$ cat src/rtl/sram_pkg.sv
// Shared definitions for the SRAM arbiter: FSM state encoding and default widths.
// Latency: n/a (declarations only).
// Backpressure: n/a.
package sram_pkg;

    localparam int DEF_ADDR_WIDTH = 20;
    localparam int DEF_DATA_WIDTH = 32;

    typedef enum logic [1:0] {
        ST_IDLE    = 2'b00,
        ST_BUSY    = 2'b01,
        ST_RELEASE = 2'b10
    } state_t;

endpackage

$ cat src/rtl/sram_arbiter_if.sv
// Bundle of requester-side and controller-side signals around the SRAM arbiter.
// Latency: n/a (wiring only).
// Backpressure: requesters hold req until ack; controller strobes are held until done.
interface sram_arbiter_if #(
    parameter int ADDR_WIDTH = sram_pkg::DEF_ADDR_WIDTH,
    parameter int DATA_WIDTH = sram_pkg::DEF_DATA_WIDTH
) ();

    logic                  req0;
    logic                  req1;
    logic                  we0;
    logic                  we1;
    logic [ADDR_WIDTH-1:0] addr0;
    logic [ADDR_WIDTH-1:0] addr1;
    logic [DATA_WIDTH-1:0] wdata0;
    logic [DATA_WIDTH-1:0] wdata1;
    logic                  ack0;
    logic                  ack1;
    logic [DATA_WIDTH-1:0] rdata;
    logic                  mem_oen;
    logic                  mem_wen;
    logic [ADDR_WIDTH-1:0] mem_addr;
    logic [DATA_WIDTH-1:0] mem_data_in;
    logic [DATA_WIDTH-1:0] mem_data_out;
    logic                  mem_done;

    // Arbiter view: serves the two requesters and drives the RAM controller.
    modport slave (
        input  req0, req1, we0, we1, addr0, addr1, wdata0, wdata1,
        input  mem_data_out, mem_done,
        output ack0, ack1, rdata,
        output mem_oen, mem_wen, mem_addr, mem_data_in
    );

    // Environment view: the requesters plus the RAM controller.
    modport master (
        output req0, req1, we0, we1, addr0, addr1, wdata0, wdata1,
        output mem_data_out, mem_done,
        input  ack0, ack1, rdata,
        input  mem_oen, mem_wen, mem_addr, mem_data_in
    );

endinterface

$ cat src/rtl/sram_arbiter_rr_pick2.sv
// Two-request round-robin picker: sole requester wins, contested pick goes to ptr.
// Latency: combinational, zero cycles.
// Backpressure: none; caller decides when the pick is consumed.
module rr_pick2 (
    input  logic req0,
    input  logic req1,
    input  logic ptr,
    output logic gnt_valid,
    output logic gnt_id
);

    // Pick the winner from the current request levels and the priority pointer.
    always_comb begin
        gnt_valid = req0 | req1;
        gnt_id    = (req0 & req1) ? ptr : req1;
    end

endmodule

$ cat src/rtl/sram_arbiter.sv
// Round-robin arbiter sharing one RAM controller between fetch (port 0) and data (port 1).
// Latency: strobe one edge after grant sample; ack one edge after done is sampled high.
// Backpressure: one transaction in flight; no grant until controller drops done.
module sram_arbiter #(
    parameter int ADDR_WIDTH = sram_pkg::DEF_ADDR_WIDTH,
    parameter int DATA_WIDTH = sram_pkg::DEF_DATA_WIDTH
) (
    input  logic           clk,
    input  logic           rst,
    sram_arbiter_if.slave  bus
);

    import sram_pkg::*;

    state_t                state, state_nxt;
    logic                  ptr, ptr_nxt;
    logic                  gnt_id, gnt_id_nxt;
    logic                  we_q, we_nxt;
    logic [ADDR_WIDTH-1:0] addr_q, addr_nxt;
    logic [DATA_WIDTH-1:0] wdata_q, wdata_nxt;
    logic                  oen_q, oen_nxt;
    logic                  wen_q, wen_nxt;
    logic                  ack0_q, ack0_nxt;
    logic                  ack1_q, ack1_nxt;
    logic [DATA_WIDTH-1:0] rdata_q, rdata_nxt;
    logic                  pick_vld;
    logic                  pick_id;

    rr_pick2 u_pick (
        .req0      (bus.req0),
        .req1      (bus.req1),
        .ptr       (ptr),
        .gnt_valid (pick_vld),
        .gnt_id    (pick_id)
    );

    // Next-state and next-output logic; every register holds unless a state acts on it.
    always_comb begin
        state_nxt  = state;
        ptr_nxt    = ptr;
        gnt_id_nxt = gnt_id;
        we_nxt     = we_q;
        addr_nxt   = addr_q;
        wdata_nxt  = wdata_q;
        oen_nxt    = oen_q;
        wen_nxt    = wen_q;
        ack0_nxt   = 1'b0;
        ack1_nxt   = 1'b0;
        rdata_nxt  = rdata_q;
        case (state)
            ST_IDLE: begin
                if (pick_vld) begin
                    gnt_id_nxt = pick_id;
                    we_nxt     = pick_id ? bus.we1    : bus.we0;
                    addr_nxt   = pick_id ? bus.addr1  : bus.addr0;
                    wdata_nxt  = pick_id ? bus.wdata1 : bus.wdata0;
                    oen_nxt    = we_nxt;
                    wen_nxt    = ~we_nxt;
                    // Only a contested grant moves priority away from the winner.
                    if (bus.req0 && bus.req1) begin
                        ptr_nxt = ~ptr;
                    end
                    state_nxt  = ST_BUSY;
                end
            end
            ST_BUSY: begin
                if (bus.mem_done) begin
                    if (!we_q) begin
                        rdata_nxt = bus.mem_data_out;
                    end
                    oen_nxt   = 1'b1;
                    wen_nxt   = 1'b1;
                    ack0_nxt  = ~gnt_id;
                    ack1_nxt  = gnt_id;
                    state_nxt = ST_RELEASE;
                end
            end
            ST_RELEASE: begin
                // A done left high from the last transaction must not finish the next one.
                if (!bus.mem_done) begin
                    state_nxt = ST_IDLE;
                end
            end
            default: begin
                state_nxt = ST_IDLE;
            end
        endcase
    end

    // State, pointer, transaction latches and registered outputs.
    always_ff @(posedge clk or posedge rst) begin
        if (rst) begin
            state   <= ST_IDLE;
            ptr     <= 1'b0;
            gnt_id  <= 1'b0;
            we_q    <= 1'b0;
            addr_q  <= '0;
            wdata_q <= '0;
            oen_q   <= 1'b1;
            wen_q   <= 1'b1;
            ack0_q  <= 1'b0;
            ack1_q  <= 1'b0;
            rdata_q <= '0;
        end else begin
            state   <= state_nxt;
            ptr     <= ptr_nxt;
            gnt_id  <= gnt_id_nxt;
            we_q    <= we_nxt;
            addr_q  <= addr_nxt;
            wdata_q <= wdata_nxt;
            oen_q   <= oen_nxt;
            wen_q   <= wen_nxt;
            ack0_q  <= ack0_nxt;
            ack1_q  <= ack1_nxt;
            rdata_q <= rdata_nxt;
        end
    end

    assign bus.mem_oen     = oen_q;
    assign bus.mem_wen     = wen_q;
    assign bus.mem_addr    = addr_q;
    assign bus.mem_data_in = wdata_q;
    assign bus.ack0        = ack0_q;
    assign bus.ack1        = ack1_q;
    assign bus.rdata       = rdata_q;

endmodule
$ cat src/flat_wrapper.sv
// flat-port wrapper written by rule: the top's interface ports become plain ports
module sram_arbiter_flat import sram_pkg::*;
#(
    parameter int ADDR_WIDTH = sram_pkg::DEF_ADDR_WIDTH,
    parameter int DATA_WIDTH = sram_pkg::DEF_DATA_WIDTH
)
  (clk, rst, bus_req0, bus_req1, bus_we0, bus_we1, bus_addr0, bus_addr1, bus_wdata0, bus_wdata1, bus_mem_data_out, bus_mem_done, bus_ack0, bus_ack1, bus_rdata, bus_mem_oen, bus_mem_wen, bus_mem_addr, bus_mem_data_in);
  sram_arbiter_if #(.ADDR_WIDTH(ADDR_WIDTH), .DATA_WIDTH(DATA_WIDTH)) bus_i ();
  input  logic clk;
  input  logic rst;
  input wire logic [$bits(bus_i.req0)-1:0] bus_req0;
  input wire logic [$bits(bus_i.req1)-1:0] bus_req1;
  input wire logic [$bits(bus_i.we0)-1:0] bus_we0;
  input wire logic [$bits(bus_i.we1)-1:0] bus_we1;
  input wire logic [$bits(bus_i.addr0)-1:0] bus_addr0;
  input wire logic [$bits(bus_i.addr1)-1:0] bus_addr1;
  input wire logic [$bits(bus_i.wdata0)-1:0] bus_wdata0;
  input wire logic [$bits(bus_i.wdata1)-1:0] bus_wdata1;
  input wire logic [$bits(bus_i.mem_data_out)-1:0] bus_mem_data_out;
  input wire logic [$bits(bus_i.mem_done)-1:0] bus_mem_done;
  output wire logic [$bits(bus_i.ack0)-1:0] bus_ack0;
  output wire logic [$bits(bus_i.ack1)-1:0] bus_ack1;
  output wire logic [$bits(bus_i.rdata)-1:0] bus_rdata;
  output wire logic [$bits(bus_i.mem_oen)-1:0] bus_mem_oen;
  output wire logic [$bits(bus_i.mem_wen)-1:0] bus_mem_wen;
  output wire logic [$bits(bus_i.mem_addr)-1:0] bus_mem_addr;
  output wire logic [$bits(bus_i.mem_data_in)-1:0] bus_mem_data_in;
  assign bus_i.req0 = bus_req0;
  assign bus_i.req1 = bus_req1;
  assign bus_i.we0 = bus_we0;
  assign bus_i.we1 = bus_we1;
  assign bus_i.addr0 = bus_addr0;
  assign bus_i.addr1 = bus_addr1;
  assign bus_i.wdata0 = bus_wdata0;
  assign bus_i.wdata1 = bus_wdata1;
  assign bus_i.mem_data_out = bus_mem_data_out;
  assign bus_i.mem_done = bus_mem_done;
  assign bus_ack0 = bus_i.ack0;
  assign bus_ack1 = bus_i.ack1;
  assign bus_rdata = bus_i.rdata;
  assign bus_mem_oen = bus_i.mem_oen;
  assign bus_mem_wen = bus_i.mem_wen;
  assign bus_mem_addr = bus_i.mem_addr;
  assign bus_mem_data_in = bus_i.mem_data_in;
  sram_arbiter #(.ADDR_WIDTH(ADDR_WIDTH), .DATA_WIDTH(DATA_WIDTH)) u_core (.clk(clk), .rst(rst), .bus(bus_i));
endmodule
$ cat config.mk
export PLATFORM = sky130hd
export DESIGN_NAME = sram_arbiter_flat
export DESIGN_NICKNAME = d
export VERILOG_FILES = /design/src/rtl/sram_pkg.sv /design/src/rtl/sram_arbiter_if.sv /design/src/rtl/sram_arbiter_rr_pick2.sv /design/src/rtl/sram_arbiter.sv /design/src/flat_wrapper.sv
export SDC_FILE = /design/constraint.sdc
export NUM_CORES = 1
export LEC_CHECK = 0
export CORE_ASPECT_RATIO = 0.5
export CORE_MARGIN = 2
export CORE_UTILIZATION = 39
export CTS_CLUSTER_SIZE = 25
export DETAILED_ROUTE_END_ITERATION = 10
export GPL_TIMING_DRIVEN = 0
export PLACE_DENSITY = 0.81
export SLEW_MARGIN = 5
export SYNTH_ARGS = -nofsm -noshare
export SYNTH_HDL_FRONTEND = slang
export SYNTH_HIERARCHICAL = 1
export SYNTH_SLANG_ARGS = --single-unit
export TNS_END_PERCENT = 50
$ cat constraint.sdc
create_clock -name clk -period 4.4 [get_ports clk]
set_input_delay 0.88 -clock clk [delete_from_list [all_inputs] [get_ports clk]]
set_output_delay 0.88 -clock clk [all_outputs]
set_load 0.01 [all_outputs]
==> out/metrics.yaml, run 1 <==
status: "finished, final reports clean"
whs_path_depth: 1
vias: 3349
cp_top_family: "buffers and inverters"
synth_cell_types: 26
htree_levels: 3
synth.mux.area_fraction: 0.246
yosys-top-cells-area: "dfrtp_1, mux2i_1, mux2_4"
cts_buffers: 9
overflow: 0
synth_edf_count: 0
cts_hold_buf: 0
syn_area_mm2: 0.00413
rr_worst_depth: 6
cp_max_fo: 10
place.gp.congestion: 0.758
clk_pin_slew_ns: 0.06
pwr_density_cell_mw_per_mm2: 653
cts.path.max_buffers: 2
p_leak_nw: 2.97
yosys.area.top_type: "dfrtp_1"
fin_setup_tns_ns: 0
total_power_mw: 4.55
totalWireLength_um: 11200
synth_xor_area_frac: 0.00424
r2r-end: "u_core/bus.mem_data_in[10]"
crit_path_max_incr_delay_ns: 0.50
dieArea_mm2: 0.0115
crit_slowest_cell: "clkdlybuf4s50_1"
ios: 231
min_from: "u_core/gnt_id"
path_cells: "clkdlybuf4s50_1 > a21boi_1 > buf_2 > buf_2 > mux2i_1 > a21oi_1"
cp-start-kind: "primary input"
syn-instance-count: 325
rsz0062_at_grt: "no"
area_delta_synth_final_pct: 68.7
grt_pass1_wl_um: 18200
cts_sinks: 93
fin_cells: 711
drt_iter0_markers: 83
ant_nets: 0
cp-startpoint: "bus_req1"
cts_tree: "done"
port_buffers: 230
clock_latency_ns: 0.34
period_minus_slack_ns: 2.37
ys_seq_area_frac: 0.564
final_nets: 710
relSlewSlack: 0.597
synthFlopType: "dfrtp_1"
synth-compound-area-share: 0.0718
ys_warn_count: 6
reg2reg_setup_slack_ns: 2.66
synthAdderAreaFrac: 0
post-route-util: 0.680
synthSimpleGateAreaFrac: 0.0718
root_buffer: "clkbuf_16"
grt_max_degree: 49
wl_per_cell_um: 15.7
grt.total_usage: 0.203
avgSynthCellArea_um2: 12.7
vdd_drop_max_mv: 0.274
grt_pass1_vias: 3536
die_y_um: 76.7
place_inst: 696
fillers: 805
skew_ns: 0.00628
netlist.area_leader.share: 0.552
worstHoldPathType: "reg2reg"
core_area_mm2: 0.0102
tightest_slew_ns: 0.605
ys_seq_elements: 93
post_cts_buffers: 0
die-width_um: 149
drv_cap: 0
layout-drive-gt1-share: 0.133
drc: 0
timing_worst_setup_path_type: "in2reg"
start_util: 0.403
first_pass_iters: 4
timing.rr.start: "u_core/ptr"
rows: 26
max_freq_mhz: 423
hold_viol: 0
critPathCaptureType: "flop"
fin_crit_sh: 0.538
crit_buf_inv: 3
holdPathEnd: "u_core/bus.ack0"
cpMostUsedCell: "buf_2"
synth_top_family_by_area: "multiplexers"
setup-violations-final: 0
diodes: 0
via_per_inst: 4.71
cts_resized: 0
worstPathRequired_ns: 4.62
report.final.slew_viol_count: 0
place_area_mm2: 0.00664
design_area_mm2: 0.00696
dp_hpwl_um: 8690
synth_nets: 468
cp.arrival_ns: 2.59
grt_antenna_before_repair: 0
synthArstFlopShare: 1.00
==> synth_stat cells, types with 2 or more instances <==
| master | n |
|---|---|
| nor2_1 | 55 |
| dfstp_2 | 2 |
| and2_1 | 2 |
| mux2_2 | 3 |
| inv_1 | 2 |
| buf_4 | 6 |
| dfrtp_1 | 91 |
| buf_12 | 3 |
| buf_2 | 12 |
| mux2_4 | 30 |
| mux2i_1 | 53 |
| a21oi_1 | 52 |
==> layer usage <==
| layer | routed length, um | global-route usage | part of all wire |
|---|---|---|---|
| met5 | 0 | 0 | 0 |
| met2 | 6000 | 0.372 | 0.54 |
| met1 | 4470 | 0.235 | 0.40 |
| met3 | 480 | 0.0542 | 0.043 |
| met4 | 201 | 0.0543 | 0.018 |
==> worst register-to-register path: stages, from the launching register on <==
cell	delay (ns)
dfrtp_1	0.37
inv_1	0.07
a21boi_1	0.17
buf_2	0.27
buf_2	0.36
mux2i_1	0.29
a21oi_1	0.10
==> cell families (layout without fill, tap and decap cells) <==
family	after synthesis	after routing
flip-flops	93	93
multiplexers	86	86
AND/OR/NAND/NOR	64	64
AO/OA/AOI/OAI	57	57
buffers and inverters	23	269
XOR/XNOR	2	2
==> power by group <==
group          internal (mW)  switching (mW)
Combinational           1.29           0.878
Clock                  0.550           0.305
Sequential              1.28           0.245
Total                   3.12            1.43
==> placed cells by master, fill, tap and decap left out, types with 3 or more instances in the layout <==
cell,n
mux2i_1,53
buf_4,6
clkbuf_16,9
clkdlybuf4s50_1,230
mux2_4,30
mux2_2,3
bufinv_16,3
buf_2,12
nor2_1,55
dfrtp_1,91
buf_12,3
a21oi_1,52
==> sequential cells by signal (all words and copies together), names as in the netlist <==
name,cells
u_core/bus.mem_data_in,32
u_core/bus.rdata,32
u_core/bus.mem_addr,20
u_core/state,2
u_core/bus.ack0,1
u_core/bus.ack1,1
u_core/bus.mem_oen,1
u_core/bus.mem_wen,1
u_core/gnt_id,1
u_core/ptr,1
u_core/we_q,1
==> cell type report <==
class	instances	area [um2]	share of cell area
inverter	2	10.0	0.00144
timing repair buffer	231	2330	0.335
multi-input combinational	209	1630	0.233
buffer	21	165	0.0237
clock buffer	10	229	0.0329
tap	140	175	0.0252
sequential	93	2330	0.335
clock inverter	5	100	0.0144
==> worst max-delay path by stage <==
stage                                             to  slack [ns]  cells after the start
final                     u_core/bus.mem_data_in[10]        2.03                      6
after global routing      u_core/bus.mem_data_in[19]        1.94                      6
after global placement    u_core/bus.mem_data_in[16]       -0.29                      2
after detailed placement  u_core/bus.mem_data_in[10]        1.75                      6
after floorplan                      u_core/bus.ack0        1.10                      1
after CTS                  u_core/bus.mem_data_in[0]        2.05                      6
==> per-stage QoR <==
stage               hold slack (ns)  worst slack [ns]
finish                        0.476              2.03
global route                  0.510              1.94
CTS                           0.478              2.05
detailed placement            0.446              1.75
global placement              0.448            -0.292
floorplan                     0.413              1.10
No activity file was read; power rests on OpenSTA's default activity.
==> run 2: changes to the inputs <==
--- a/config.mk
+++ b/config.mk
@@ -7,11 +7,11 @@
 export LEC_CHECK = 0
 export CORE_ASPECT_RATIO = 0.5
 export CORE_MARGIN = 2
-export CORE_UTILIZATION = 39
+export CORE_UTILIZATION = 35
 export CTS_CLUSTER_SIZE = 25
 export DETAILED_ROUTE_END_ITERATION = 10
 export GPL_TIMING_DRIVEN = 0
-export PLACE_DENSITY = 0.81
+export PLACE_DENSITY = 0.77
 export SLEW_MARGIN = 5
 export SYNTH_ARGS = -nofsm -noshare
 export SYNTH_HDL_FRONTEND = slang
==> constraint.sdc (replaced) <==
create_clock -name clk -period 2.1 [get_ports clk]
set_input_delay 0.42 -clock clk [delete_from_list [all_inputs] [get_ports clk]]
set_output_delay 0.42 -clock clk [all_outputs]
set_load 0.01 [all_outputs]
==> out/metrics.yaml, run 2 (synthesis results as in run 1) <==
setup-violations-final: 0  # unchanged
die_y_um: 80.8  # was 76.7 um
pwr_density_cell_mw_per_mm2: 1350  # was 653 mW/mm2
first_pass_iters: 5  # was 4
max_freq_mhz: 531
dieArea_mm2: 0.0127  # was 0.0115 mm2
worstPathRequired_ns: 2.30  # was 4.62 ns
cts_sinks: 93  # unchanged
tightest_slew_ns: 0.573  # was 0.605 ns
cp-start-kind: "primary input"  # unchanged
cp_max_fo: 10  # unchanged
fin_crit_sh: 0.896
grt_util_met2: 0.348  # was 0.372
power.share.clock: 0.179  # was 0.188
register_area_mm2: 0.00233  # unchanged
overflow: 0  # unchanged
crit_path_max_incr_delay_ns: 0.49  # was 0.50 ns
busiest_layer: "met2"  # unchanged
totalWireLength_um: 11700  # was 11200 um
root_buffer: "clkbuf_16"  # unchanged
via_per_inst: 4.57  # was 4.71
cts_hold_buf: 0  # unchanged
drc: 0  # unchanged
met3_usage: 0.0395  # was 0.0542
fillers: 901  # was 805
multi_input_area_mm2: 0.00163  # unchanged
final_cell_mix: "clkdlybuf4s50_1, dfrtp_1, nor2_1, mux2i_1, a21oi_1"  # unchanged
report.final.slew_viol_count: 0  # unchanged
wl_per_cell_um: 16.0  # was 15.7 um
layout-drive-gt1-share: 0.133  # about the same
cts.path.max_buffers: 2  # unchanged
rows: 27  # was 26
final_nets: 711  # was 710
grt_pass1_vias: 3638  # was 3536
timing_worst_setup_path_type: "in2reg"  # unchanged
drt_iter0_markers: 116  # was 83
place.gp.congestion: 0.744  # was 0.758
power_frac_seq: 0.338  # was 0.336
cpMostUsedCell: "buf_2"  # unchanged
clock_latency_ns: 0.33  # was 0.34 ns
p_int_mw: 6.43  # was 3.12 mW
skew_ns: 0.00432  # was 0.00628 ns
switchingPower_mw: 3.03  # was 1.43 mW
path_cells: "clkdlybuf4s50_1 > a21boi_1 > buf_2 > buf_2 > mux2i_1 > a21oi_1"  # unchanged
port_buffers: 230  # unchanged
worst_slack_ns: 0.218  # was 2.03 ns
relSlewSlack: 0.617  # was 0.597
grt.total_usage: 0.187  # was 0.203
post_cts_buffers: 0  # unchanged
cts_resized: 0  # unchanged
vias: 3346  # was 3349
vdd_drop_max_mv: 0.544  # was 0.274 mV
pre_cts_ws_ns: -0.0929  # was 1.75 ns
crit_buf_inv: 3  # unchanged
status: "finished, final reports clean"  # unchanged
power_frac_comb: 0.483  # was 0.476
htree_levels: 3  # unchanged
start_util: 0.367  # was 0.403
cp_top_family: "buffers and inverters"  # unchanged
diodes: 0  # unchanged
worstHoldPathType: "reg2reg"  # unchanged
ant_nets: 0  # unchanged
die-width_um: 158  # was 149 um
cts_buffers: 9  # unchanged
drv_cap: 0  # unchanged
core_area_mm2: 0.0112  # was 0.0102 mm2
swShare: 0.320  # was 0.314
met1_usage: 0.214  # was 0.235
period_minus_slack_ns: 1.88
rsz0062_at_grt: "no"  # unchanged
area_delta_synth_final_pct: 69.1  # was 68.7%
layout.cells.most_common: "clkdlybuf4s50_1"  # unchanged
clk_pin_slew_ns: 0.06  # about the same
total_power_mw: 9.46  # was 4.55 mW
ios: 231  # unchanged
grt_pass1_wl_um: 18200  # about the same
cts_tree: "done"  # unchanged
cp.arrival_ns: 2.09  # was 2.59 ns
p_leak_nw: 2.95  # was 2.97 nW
grt_antenna_before_repair: 0  # unchanged
crit_slowest_cell: "clkdlybuf4s50_1"  # unchanged
fin_cells: 732  # was 711
dp_hpwl_um: 9000  # was 8690 um
place_inst: 716  # was 696
hold_viol: 0  # unchanged
grt_max_degree: 39  # was 49
critPathCaptureType: "flop"  # unchanged
## run 2: final timing paths
kind                               startpoint                    endpoint  slack [ns]  cells past startpoint
worst min register to register  u_core/gnt_id             u_core/bus.ack0        0.47                      1
worst max-delay path                 bus_req1  u_core/bus.mem_data_in[30]        0.22                      6
min in group asynchronous                 rst        u_core/bus.rdata[23]        0.50                      2
worst min-delay path            u_core/gnt_id             u_core/bus.ack0        0.47                      1
max in group asynchronous                 rst          u_core/bus.mem_wen        0.72                      4
worst max register to register     u_core/ptr  u_core/bus.mem_data_in[30]        0.42                      6
## run 2: layer usage
metal	up-vias	routed length, um
met5	-	0
met4	0	289
met3	21	465
met2	98	6250
met1	1621	4670
li1	1606	-
## run 2: stage by stage
stage / utilization / setup TNS, ns / hold WS, ns / area (um2)
2_1_floorplan: - / 0 / 0.413 / 4130
6_report: 0.621 / 0 / 0.470 / 6980
3_5_place_dp: 0.593 / -1.47 / 0.454 / 6670
3_3_place_gp: 0.590 / -39.53 / 0.434 / 6630
5_1_grt: 0.621 / 0 / 0.468 / 6980
4_1_cts: 0.621 / 0 / 0.463 / 6980
## run 2: cell type report
type / instances / area share
inverter: 2 / 0.00161
sequential: 93 / 0.334
multi-input combinational: 209 / 0.233
timing repair buffer: 232 / 0.335
clock buffer: 12 / 0.0339
buffer: 21 / 0.0237
tap: 159 / 0.0285
clock inverter: 4 / 0.0104
## run 2: worst register-to-register path, stage by stage, from the launching register on
cell	delay [ns]
dfrtp_1	0.37
inv_1	0.05
a21boi_1	0.13
buf_2	0.25
buf_2	0.36
mux2i_1	0.30
a21oi_1	0.10
## run 2: power by group through the flow
stage	clock (mW)	sequential [mW]	combinational, mW
6_report	1.69	3.19	4.57
5_1_grt	1.81	3.31	4.91
4_1_cts	1.74	3.20	4.63
3_5_place_dp	0	3.21	4.61
3_3_place_gp	0	3.18	4.51
2_1_floorplan	0	3.58	1.79
==> variant (flow settings as in run 2) <==
Re-encode `state_t` (3 states) as one-hot, 3 bits wide.
--- a/src/rtl/sram_pkg.sv
+++ b/src/rtl/sram_pkg.sv
@@ -6,10 +6,10 @@
     localparam int DEF_ADDR_WIDTH = 20;
     localparam int DEF_DATA_WIDTH = 32;
 
-    typedef enum logic [1:0] {
-        ST_IDLE    = 2'b00,
-        ST_BUSY    = 2'b01,
-        ST_RELEASE = 2'b10
+    typedef enum logic [2:0] {
+        ST_IDLE    = 3'b001,
+        ST_BUSY    = 3'b010,
+        ST_RELEASE = 3'b100
     } state_t;
 
 endpackage
Formal check against the unedited RTL: no difference found for any inputs over 4 cycles, from zero or initial values and one cycle with rst high; so few cycles prove little.
==> variant against run 2 <==
First-iteration DRC count increased by 1.7%. Cell count increased by 2.3%. Area after synthesis increased by 1.9%. Critical path type unchanged. Routed wire length increased by 4.2%. Sequential cell count increased by 1. Synthesized cell count increased by 3.4%. Total power decreased by 0.69%. Setup slack got worse by 130 ps. Die area increased by 1.8%. Utilization decreased by 1.9 points. Cell area increased by 1.4%.
==> variant: results (changes against run 2) <==
Port Buf Inserts = 230 (unchanged)
largest net degree at the start of global routing = 40 (+2.6%)
clk buf depth = 2 (unchanged)
Post-synth top cells = dfrtp_1 (91), nand2_1 (57), o21ai_0 (55), mux2i_1 (53), mux2_4 (30)
Slowest-stage cell, CP = clkdlybuf4s50_1
Nets = 722 (+1.5%)
status = completed
Synth area leaders = dfrtp_1 (54%), mux2i_1 (13%), mux2_4 (11%)
Yosys cell types = 28 (+7.7%)
LEAKAGE = 3.046 nW (+3.2%)
compound-cell area share of the yosys netlist = 7.289% (+0.11 points)
Max IR drop VDD = 511.8 uV (-6.0%)
Iter 0 DRT Violations = 118 (+1.7%)
Slew headroom = 64.92% (+3.2 points)
critical path's largest stage delay = 490 ps (about the same)
routability cong. = 0.8228 (+11%)
root buf cell = clkbuf_16
GRT Total Usage = 18.35% (-0.34 points)
initial antenna violation count = 0 (unchanged)
ANT cells = 0 (unchanged)
crit path DAT = 2190 ps (+100 ps)
detailed-route via count = 3,439 (+2.8%)
worst skew pair latency = 330 ps (about the same)
Post-Synth Adder-Cell Area = 0% (unchanged)
Pre-Repair DR Iteration Count = 4 (-1)
Max Clock Skew = 5.329 ps (+1.004 ps)
xor/xnor share of the synthesized area = 0.4165% (-0.0078 points)
fraction of registers with async set/reset = 100.0% (unchanged)
crit-path max FO = 10 (unchanged)
GRT overflow = 0 (unchanged)
critical path's top delay family = buffers and inverters
DR WL/cell = 16.25 um (+1.9%)
global-route wire length before repair = 18,530 um (+1.6%)
post-CTS setup buffer count = 0 (unchanged)
sequential-to-total area share from yosys stat = 56.02% (-0.42 points)
Yosys warnings = 6 (unchanged)
post-synthesis mux area share = 24.13% (-0.45 points)
number of global-route vias before repair = 3,547 (-2.5%)
Mapped Nets = 479 (+2.4%)
Detailed Place HPWL = 9526 um (+5.8%)
layout cells sized above 1 = 12.84% (-0.42 points)
CTS H-tree lvls = 3 (unchanged)
Clock transition at path regs = 70 ps
CTS buffer count = 9 (unchanged)
post-cts sizing count = 0 (unchanged)
Hold WC Path Type = reg2reg
variant: cell count changes after synthesis, moves of 3 or more:
cell	run 2	this run
nor2_1	55	2
a21oi_1	52	0
clkbuf_1	0	4
buf_2	12	9
inv_1	2	5
o21ai_0	1	55
nand2_1	1	57
variant: stage by stage:
step                      worst slack (ps)  cell area (um2)  util [%]  cells
after floorplan                      576.8             4209         -    336
after global placement              -433.9             6718     57.07    731
after detailed placement            -171.1             6758     57.41    733
after CTS                            117.1             7082     60.16    749
after global routing                 68.03             7082     60.16    749
final                                92.27             7082     60.16    749
variant: area by class of cell:
| class | instances | area (um2) |
|---|---|---|
| multi-input cells | 216 | 1673 |
| repair buffers | 232 | 2342 |
| clock buffers | 10 | 239.0 |
| fillers | 1005 | 4690 |
| inverters | 5 | 22.52 |
| well taps | 165 | 206.4 |
| clock inverters | 6 | 85.08 |
| flip-flops and latches | 94 | 2356 |
| plain buffers | 21 | 157.7 |
variant: layer usage:
metal	wire [um]	part of all wire, %	global-route usage, %	vias to the layer above
li1	-	-	-	1643
met1	4947	41	21.70	1676
met2	6462	53	33.09	94
met3	433	3.6	4.293	26
met4	329	2.7	7.727	0
met5	0	0	0	-
variant: path summary, 6_finish.rpt:
path,slack (ps),start,cells after the start,endpoint
worst min-delay path,440,u_core/gnt_id,1,u_core/bus.ack0
min in group asynchronous,450,rst,2,u_core/bus.rdata[11]
max in group asynchronous,800,rst,4,u_core/state[0]
worst max register to register,300,u_core/ptr,6,u_core/bus.mem_data_in[30]
worst min register to register,440,u_core/gnt_id,1,u_core/bus.ack0
worst max-delay path,90,bus_req1,6,u_core/bus.mem_data_in[30]
variant: kinds of logic after synthesis:
logic type / after synthesis
buffers and inverters: 26
DFF: 94
AOI/OAI and AO/OA: 59
muxes: 86
and+or+nand+nor: 69
xor gates and xnor gates: 2
variant: report_power, final:
part           total (mW)  switching (mW)  internal (mW)
Combinational        4.44            1.86           2.58
Clock                1.74           0.665           1.07
Sequential           3.21           0.505           2.71
Total                9.39            3.03           6.36
